<file path="src/rtl/sfft_sample_loader.sv">
// Sample loader for the SFFT buffer RAM.
// Writes each accepted sample at its bit-reversed address and hands the frame to the FFT.
module sfft_sample_loader #(
    parameter int N_LOG2       = 9,
    parameter int SAMPLE_WIDTH = 24,
    parameter int OUT_WIDTH    = 32
) (
    input  logic                    clk,
    input  logic                    reset_n,
    input  logic [SAMPLE_WIDTH-1:0] sample_in,
    input  logic                    sample_valid,
    output logic                    sample_ready,
    output logic [N_LOG2-1:0]       wr_address,
    output logic                    wr_enable,
    output logic [OUT_WIDTH-1:0]    wr_dataReal,
    output logic [OUT_WIDTH-1:0]    wr_dataImag,
    output logic                    frame_ready,
    input  logic                    fft_done,
    output logic [15:0]             drop_count
);

    typedef enum logic [1:0] {
        LOAD  = 2'd0,
        FLUSH = 2'd1,
        READY = 2'd2
    } state_t;

    state_t                 state_q;
    state_t                 state_d;
    logic [N_LOG2-1:0]      index_q;
    logic [N_LOG2-1:0]      index_d;
    logic [N_LOG2-1:0]      rev_index;
    logic [N_LOG2-1:0]      addr_d;
    logic [OUT_WIDTH-1:0]   data_d;
    logic                   wen_d;
    logic                   ready_d;
    logic                   frame_d;
    logic [15:0]            drop_d;
    logic                   accept;
    logic                   last;

    assign accept = sample_valid && sample_ready;
    assign last   = (index_q == {N_LOG2{1'b1}});

    // Imaginary part of a real audio stream is always zero
    assign wr_dataImag = '0;

    // Mirror the sample index so the FFT sees its input in bit-reversed order
    always_comb begin
        rev_index = '0;
        for (int i = 0; i < N_LOG2; i++) begin
            rev_index[i] = index_q[N_LOG2-1-i];
        end
    end

    // Next state, next index and next registered outputs
    always_comb begin
        state_d = state_q;
        index_d = index_q;
        addr_d  = wr_address;
        data_d  = wr_dataReal;
        wen_d   = 1'b0;
        drop_d  = drop_count;

        unique case (state_q)
            LOAD: begin
                if (accept) begin
                    index_d = index_q + 1'b1;
                    if (last) begin
                        state_d = FLUSH;
                    end
                end
            end
            FLUSH: begin
                state_d = READY;
            end
            READY: begin
                if (fft_done) begin
                    state_d = LOAD;
                end
            end
            default: begin
                state_d = LOAD;
            end
        endcase

        if (accept) begin
            wen_d  = 1'b1;
            addr_d = rev_index;
            data_d = OUT_WIDTH'($signed(sample_in));
        end

        if (sample_valid && !sample_ready && (drop_count != 16'hFFFF)) begin
            drop_d = drop_count + 16'd1;
        end

        ready_d = (state_d == LOAD);
        frame_d = (state_d == READY);
    end

    // State, index and all registered outputs
    always_ff @(posedge clk or negedge reset_n) begin
        if (!reset_n) begin
            state_q      <= LOAD;
            index_q      <= '0;
            sample_ready <= 1'b0;
            wr_enable    <= 1'b0;
            wr_address   <= '0;
            wr_dataReal  <= '0;
            frame_ready  <= 1'b0;
            drop_count   <= '0;
        end else begin
            state_q      <= state_d;
            index_q      <= index_d;
            sample_ready <= ready_d;
            wr_enable    <= wen_d;
            wr_address   <= addr_d;
            wr_dataReal  <= data_d;
            frame_ready  <= frame_d;
            drop_count   <= drop_d;
        end
    end

endmodule

</file>
<file path="config.mk">
export PLATFORM = sky130hd
export DESIGN_NAME = sfft_sample_loader
export DESIGN_NICKNAME = d
export VERILOG_FILES = /design/src/rtl/sfft_sample_loader.sv
export SDC_FILE = /design/constraint.sdc
export NUM_CORES = 1
export LEC_CHECK = 0
export ABC_CLOCK_PERIOD_IN_PS = 2450
export CORE_MARGIN = 2
export CORE_UTILIZATION = 44
export DETAILED_ROUTE_END_ITERATION = 10
export DONT_BUFFER_PORTS = 1
export HOLD_SLACK_MARGIN = 0.05
export PLACE_DENSITY = 0.63
export SYNTH_ARGS = -nofsm -noshare
export SYNTH_HDL_FRONTEND = slang
export SYNTH_SLANG_ARGS = --single-unit
export TNS_END_PERCENT = 10
</file>
<file path="constraint.sdc">
create_clock -name clk -period 2.45 [get_ports clk]
set_input_delay 0.3675 -clock clk [delete_from_list [all_inputs] [get_ports clk]]
set_output_delay 0.3675 -clock clk [all_outputs]
set_load 0.005 [all_outputs]
</file>
=== Word-level counts from Yosys, hierarchy flattened ===
Cells that the tools add are included.

* Output and inout port bits: 92
* Register bits: 63
* Word-level logic and storage cells: 27
* Bits of input ports: 28

* Equal/unequal tests: 5
* Mux-type cells: 5
* $add $sub $neg: 2
* Reduce and logical (&&, ||, !) cells: 7

{| class="wikitable"
|+ Operator list
! operator !! number
|-
| adder 16 x 1 -> 16 bit, second input constant || 1
|-
| != test 16 bit, second input constant || 1
|-
| adder 9 x 1 -> 9 bit, second input constant || 1
|-
| == test 9 bit, second input constant || 1
|-
| 2-to-1 mux 2 bit || 3
|-
| one-hot mux 2 bit (3 select lines) || 1
|-
| == test 2 bit, second input constant || 2
|-
| logical NOT 2 bit || 2
|-
| logical AND 1 bit || 3
|-
| == test 2 x 1 -> 1 bit, second input constant || 1
|-
| AND reduction 2 bit || 1
|-
| logical NOT 1 bit || 1
|-
| 2-to-1 mux 1 bit || 1
|}

=== Logic depth before layout (Yosys ltp) ===
Gate-level depths: netlist of run 1.

* Depth after elaboration: 5
* Mapped depth: 6

=== Worst setup path after synthesis of run 1 ===
Ideal clock, no wire load.

* Path kind: register -> register
* Start: register drop_count[0]
* End: register drop_count[1]
* Required time: 2325 ps
* Path slack: 703 ps
* Data arrival time: 1622 ps
* Clock period less this slack: 1747 ps
* Setup time: 125 ps
* Stages on the path, launching flop included: 5
* Cell sequence: dfrtp_1 > ha_1 > nand4_4 > o41ai_4 > mux2_4

* Cells in the longest elaborated chain, start to end: 2
* Elaborated cells on any way between the ends: 3
* Those cells by class: 1 x add/sub; 1 x eq/ne; 1 x reduce/logical

{| class="wikitable"
|+ Ends and longest elaborated chain
! item !! RTL line !! source
|-
| start: declaration || 19 || <nowiki>output logic [15:0] drop_count</nowiki>
|-
| start signal: assignment || 120 || <nowiki>drop_count <= drop_d;</nowiki>
|-
| parallel branches: the longest is 2 deep, another holds adder 16 x 1 -> 16 bit || - ||
|}

Several ways; the timed one is not identified.
A chain may end at the register's enable or synchronous reset.

=== Worst setup path after layout of run 1 ===
Ends and elaborated chain as after synthesis.

==> results of run 1 <==
final cells by class:
cell class,count,share of cell area (%)
clock buffer,10,4.304
clock inverter,6,4.851
inverter,2,0.2347
multi-input combinational,157,36.42
sequential,63,49.30
tap,77,3.013
timing repair buffer,5,1.878
cell families (layout without fill, tap and decap cells):
group | after synthesis | after routing | synth area share (%)
XOR/XNOR | 18 | 18 | 5.337
other | 1 | 32 | 0.1269
buffers and inverters | 47 | 23 | 11.14
multiplexers | 38 | 38 | 14.61
flip-flops | 63 | 63 | 53.37
AND/OR/NAND/NOR | 59 | 59 | 12.11
AO/OA/AOI/OAI | 7 | 7 | 2.033
adder cells (fa/ha/maj) | 3 | 3 | 1.271
routing by layer:
layer / vias to the layer above / routed length [um]
met5: - / 0
met4: 0 / 113
met3: 10 / 504
met2: 82 / 2223
met1: 797 / 1993
li1: 740 / -
worst max path at each step:
| stage | start | end | slack (ns) | depth (start not counted) |
|---|---|---|---|---|
| finish | drop_count[0] | drop_count[1] | 0.56 | 4 |
| global route | drop_count[0] | drop_count[1] | 0.44 | 4 |
| CTS | drop_count[0] | drop_count[1] | 0.56 | 4 |
| detailed placement | drop_count[0] | drop_count[1] | 0.57 | 4 |
| global placement | drop_count[0] | drop_count[1] | 0.61 | 4 |
| floorplan | drop_count[0] | drop_count[1] | 0.70 | 4 |
Yosys cell counts, types with 2 or more instances:
cell      instances  area (um^2)
dfrtp_1          63         1577
buf_4            40        300.3
mux2_2           37        416.7
nor2_1           14        52.55
xor2_1           13        113.9
nand2_1          11        41.29
a21oi_1           5        25.02
nand4_1           5        31.28
nor3_1            5        25.02
xnor2_1           5        43.79
and3_1            4        25.02
nand3_1           4        20.02
clkbuf_1          3        11.26
ha_1              3        37.54
nor4_1            3        18.77
buf_2             2        10.01
inv_1             2        7.510
nor3_2            2        20.02
nor4_2            2        25.02
registers in the layout, indices dropped and copies added, names as in the netlist:
| name | count |
|---|---|
| wr_address | 9 |
| drop_count | 16 |
| index_q | 9 |
| sample_ready | 1 |
| state_q | 2 |
| wr_dataReal | 24 |
| frame_ready | 1 |
| wr_enable | 1 |
power by group:
| group | switching (uW) | leakage (uW) | total, uW | internal (uW) |
|---|---|---|---|---|
| clock network | 393 | 0.000146 | 1300 | 908 |
| logic | 102 | 0.000547 | 246 | 144 |
| registers | 158 | 0.000776 | 1350 | 1200 |
| total | 653 | 0.00147 | 2900 | 2250 |
worst reg2reg max path, delay by kind of cell (launching register included):
| kind | cells | cell delay [ns] |
|---|---|---|
| adders and majority gates | 1 | 0.29 |
| muxes | 1 | 0.34 |
| and+or+nand+nor | 1 | 0.19 |
| AOI/OAI and AO/OA | 1 | 0.55 |
| DFF | 1 | 0.42 |
per-stage QoR:
stage,power [uW],cell area (um^2),setup slack [ns],utilization (%)
CTS,2954,3198,0.5601,49.80
global placement,1587,2868,0.6088,44.65
global route,3060,3198,0.4414,49.80
detailed placement,1601,2868,0.5702,44.65
floorplan,1586,3070,0.7032,-
finish,2901,3198,0.5564,49.80
==> run metrics, run 1 <==
HP Class primary input to flop; r2r setup slk 0.56 ns; Mean Syn Cell Area 12.52 um^2; Storage cell area 1577 um^2; grt peak-use layer met2; Port Buf Inserts 0; critical path required time 2.67 ns; max cap viols 0; Final Hold Slack 0.1800 ns; CTS tree built; RR Startpoint drop_count[0]; largest net degree at the start of global routing 64; die area 7385 um^2; crit path cell chain ha_1 > nand4_4 > o41ai_4 > mux2_4; area occupied by multi-input gates 1165 um^2; Final Skew 0.003661 ns; Leakage 0.001469 uW; DP Cell Count 302; worst hold path depth 1; row count 29; Synth cell types 32; CP endpoint kind flop; clk_lat worst skew 0.33 ns; Hold Crit Start sample_in[2]; RSZ-0062 raised after global routing no; Max Clk Rate 0.5281 GHz; met3 Resource Use GR 6.160%; crit-path leading delay family compound AO/OA/AOI/OAI gates; n_diodes 0; Finish-stage setup viols 0; Core Box Area 6422 um^2; most common cell after layout, fill and taps aside dfrtp_1; # fillers 590; Crit Reg-Reg Endpoint drop_count[1]; Routed Antenna Nets 0; final WL 4835 um; Worst path slowest cell o41ai_4; die width 85.94 um; vias in the first global route 1654; Ports 120; # DRC 0; drt initial violations 28; CTS sink cnt 63; first-pass GRT wire length 8038 um; CP peak stage delay 0.55 ns; H-tree levels 3; pwr/cell area 907.2 nW/um^2; layout cell share with drive strength beyond 1 27.57%; total number of vias 1629; initial antenna violation count 0; Async SR Flop Fraction 100.0%; Post-Layout Cell Count 320; Slew Limit Headroom 67.16%; CTS Root Buffer Type clkbuf_8; Worst-Margin Slew 0.4885 ns; Die Height 85.94 um; GP Congestion 0.7955; fin nets 269; Max clock buf depth 2; WS Path Type flop to flop; Max VDD drop 0.5373 mV; fin crit share 77.29%; EDFF count, synth 0; post-synthesis register bit count 63; worst r2r path cells 4; Wirelength per Cell 15.11 um; Final Hold Vio Count 0; cts repair resizes 0; commonest cells after routing, fill and taps aside dfrtp_1, mux2_2, conb_1; Yosys Warn Count 0; DR vias/cell 5.091; Initial Util 46.00%; Post-Syn Area 2954 um^2; drt pass-1 iters 3; hold endpoint wr_dataReal[2]; critical-path maximum fanout 7; Seq/Total Area, Yosys 53.37%; setup repair bufs after CTS 0; routing usage on met2 20.37%; # hold bufs at CTS 2; crit path buf inv count 0; status finished, final reports clean; Num CTS Buffers 9; Tmin final 1.894 ns; HPWL after detailed placement 3347 um; Layout area overhead 8.259%; Clock transition at path regs 0.07 ns; Worst Path Arrival 2.11 ns; crit path launch type flop; Main synth FF type dfrtp_1; GRT overflow 0; Cells after Synth 236; Final Max Tran Viols 0; total track usage 14.24%; met1 Track Usage GR 18.10%; Setup TNS 0 ns
No activity file was read; power rests on OpenSTA's default activity.
==> inputs of run 2 (changes only) <==
ABC_CLOCK_PERIOD_IN_PS = 1800   (was 2450)
clock period = 1.8 ns   (was 2.45 ns; I/O delays follow)
==> run 2 against run 1 <==
  * Core utilization increased by 0.62 points
  * Sequential power rose by 36%
  * Sequential share of layout area is 0.61 points lower
  * Largest power group unchanged
  * Highest routed layer unchanged
  * Hold slack worse by 0.099 ns
  * Cell area increased by 1.3%
  * Via count increased by 2.3%
  * Combinational power is 42% higher
  * Non-clock buffer count up 10
  * Total power rose by 27%
  * Global-route usage hardly changed
==> run metrics, run 2 (synthesis gave the netlist of run 1 again) <==
n_diodes 0 (unchanged); die area 7385 um^2 (unchanged); total track usage 14.22% (was 14.24%); Layout area overhead 9.615% (was 8.259%); most common cell after layout, fill and taps aside dfrtp_1 (unchanged); status finished, final reports clean (unchanged); Port Buf Inserts 0 (unchanged); GRT overflow 0 (unchanged); critical-path maximum fanout 5 (was 7); Ports 120 (unchanged); Num CTS Buffers 9 (unchanged); Routed Antenna Nets 0 (unchanged); HP Class primary input to flop (unchanged); Setup TNS 0 ns (unchanged); Leakage 0.001498 uW (was 0.001469 uW); Wirelength per Cell 14.79 um (was 15.11 um); pwr/cell area 1135 nW/um^2 (was 907.2 nW/um^2); Final Util 50.42% (was 49.80%); Tmin final 1.701 ns (was 1.894 ns); cts repair resizes 0 (unchanged); Worst Path Arrival 1.92 ns (was 2.11 ns); first-pass GRT wire length 8093 um (was 8038 um); final WL 4881 um (was 4835 um); GP Congestion 0.7851 (was 0.7955); Die Height 85.94 um (unchanged); biggest regs wr_dataReal: 24 flops, drop_count: 16 flops (unchanged); layout cell share with drive strength beyond 1 30.43% (was 27.57%); Seq pwr share 50.0% (was 46.7%); total number of vias 1666 (was 1629); drt initial violations 40 (was 28); net load switching power 892.9 uW (was 652.5 uW); CTS sink cnt 63 (unchanged); Switching Fraction 24.29% (was 22.49%); clk_lat worst skew 0.33 ns (about the same); WS Path Type flop to flop (unchanged); H-tree levels 3 (unchanged); setup repair bufs after CTS 0 (unchanged); Biggest register wr_dataReal (unchanged); Final Hold Vio Count 0 (unchanged); RSZ-0062 raised after global routing no (unchanged); Max VDD drop 0.6236 mV (was 0.5373 mV); Final Hold Slack 0.08141 ns (was 0.1800 ns); worst r2r path cells 4 (unchanged); CTS tree built (unchanged); die width 85.94 um (unchanged); Int Pwr 2784 uW (was 2249 uW); max cap viols 0 (unchanged); Final Max Tran Viols 0 (unchanged); final instance area 3238 um^2 (was 3198 um^2); fin nets 279 (was 269); max reg flops 24 (unchanged); critical path required time 2.02 ns (was 2.67 ns); Final Skew 0.005763 ns (was 0.003661 ns); Initial Util 46.00% (unchanged); Clock transition at path regs 0.07 ns (about the same); fin crit share 94.50% (was 77.29%); Max clock buf depth 2 (unchanged); largest net degree at the start of global routing 64 (unchanged); commonest cells after routing, fill and taps aside dfrtp_1, mux2_2, conb_1 (unchanged); clock network power share 40.5% (was 44.8%); worst setup margin 0.09906 ns (was 0.5564 ns); row count 29 (unchanged); worst slack, placed 0.05413 ns (was 0.5702 ns); vias in the first global route 1715 (was 1654); CP endpoint kind flop (unchanged); Finish-stage setup viols 0 (unchanged); drt pass-1 iters 4 (was 3); HPWL after detailed placement 3437 um (was 3347 um); initial antenna violation count 0 (unchanged); DR vias/cell 5.048 (was 5.091); CTS Root Buffer Type clkbuf_8 (unchanged); worst hold path depth 1 (unchanged); Max Clk Rate 0.5879 GHz (was 0.5281 GHz); Core Box Area 6422 um^2 (unchanged); Comb power frac 9.5% (was 8.5%); crit path launch type flop (unchanged); DP Area 2955 um^2 (was 2868 um^2); # DRC 0 (unchanged)
run 2: cell count changes in the layout (fill, tap and decap cells not counted), sizes merged:
cell,previous run,this run
bufinv,5,3
clkinvlp,0,1
buf,4,14
clkinv,1,2
run 2: power by group through the flow:
stage	sequential, uW	combinational (uW)	clock [uW]
after global routing	1870	402	1600
after detailed placement	1870	316	0
after CTS	1840	357	1540
after global placement	1860	304	0
final	1840	349	1490
after floorplan	1810	349	0
run 2: metrics by stage:
| step | total power [uW] | cells |
|---|---|---|
| after floorplan | 2159 | 267 |
| after global placement | 2168 | 312 |
| after detailed placement | 2185 | 312 |
| after CTS | 3743 | 330 |
| after global routing | 3876 | 330 |
| final | 3677 | 330 |
run 2: what timing repair did:
action / CTS / global route
endpoints found under the setup margin: 0 / 1
hold buffers: 2 / 0
hold endpoints to repair: 63 / 0
run 2: final timing paths:
path | startpoint | end | slack, ns
setup reg to reg | drop_count[1] | drop_count[1] | 0.1
hold / removal | sample_in[6] | wr_dataReal[6] | 0.08
min in group asynchronous | reset_n | wr_address[2] | 0.45
hold reg to reg | index_q[7] | index_q[7] | 0.51
setup / recovery | drop_count[1] | drop_count[1] | 0.1
max in group asynchronous | reset_n | wr_dataReal[8] | 1.08
run 2: critical path: stages, from the launching register on:
cell	delay, ns
dfrtp_1	0.37
ha_1	0.26
nand4_4	0.13
o41ai_4	0.48
mux2_4	0.34
run 2: metal layers:
layer / up-vias / track usage [%] / wire (um)
met4: 0 / 8.658 / 125
li1: 757 / - / -
met3: 11 / 5.679 / 509
met5: - / 0 / 0
met2: 84 / 22.55 / 2325
met1: 814 / 16.04 / 1919
run 2: final cells by class:
type / count / area, um^2
sequential: 63 / 1577
fill: 572 / 3184
multi-input combinational: 157 / 1165
tap: 77 / 96.34
timing repair buffer: 15 / 147.6
clock inverter: 6 / 107.6
clock buffer: 10 / 137.6
inverter: 2 / 7.507
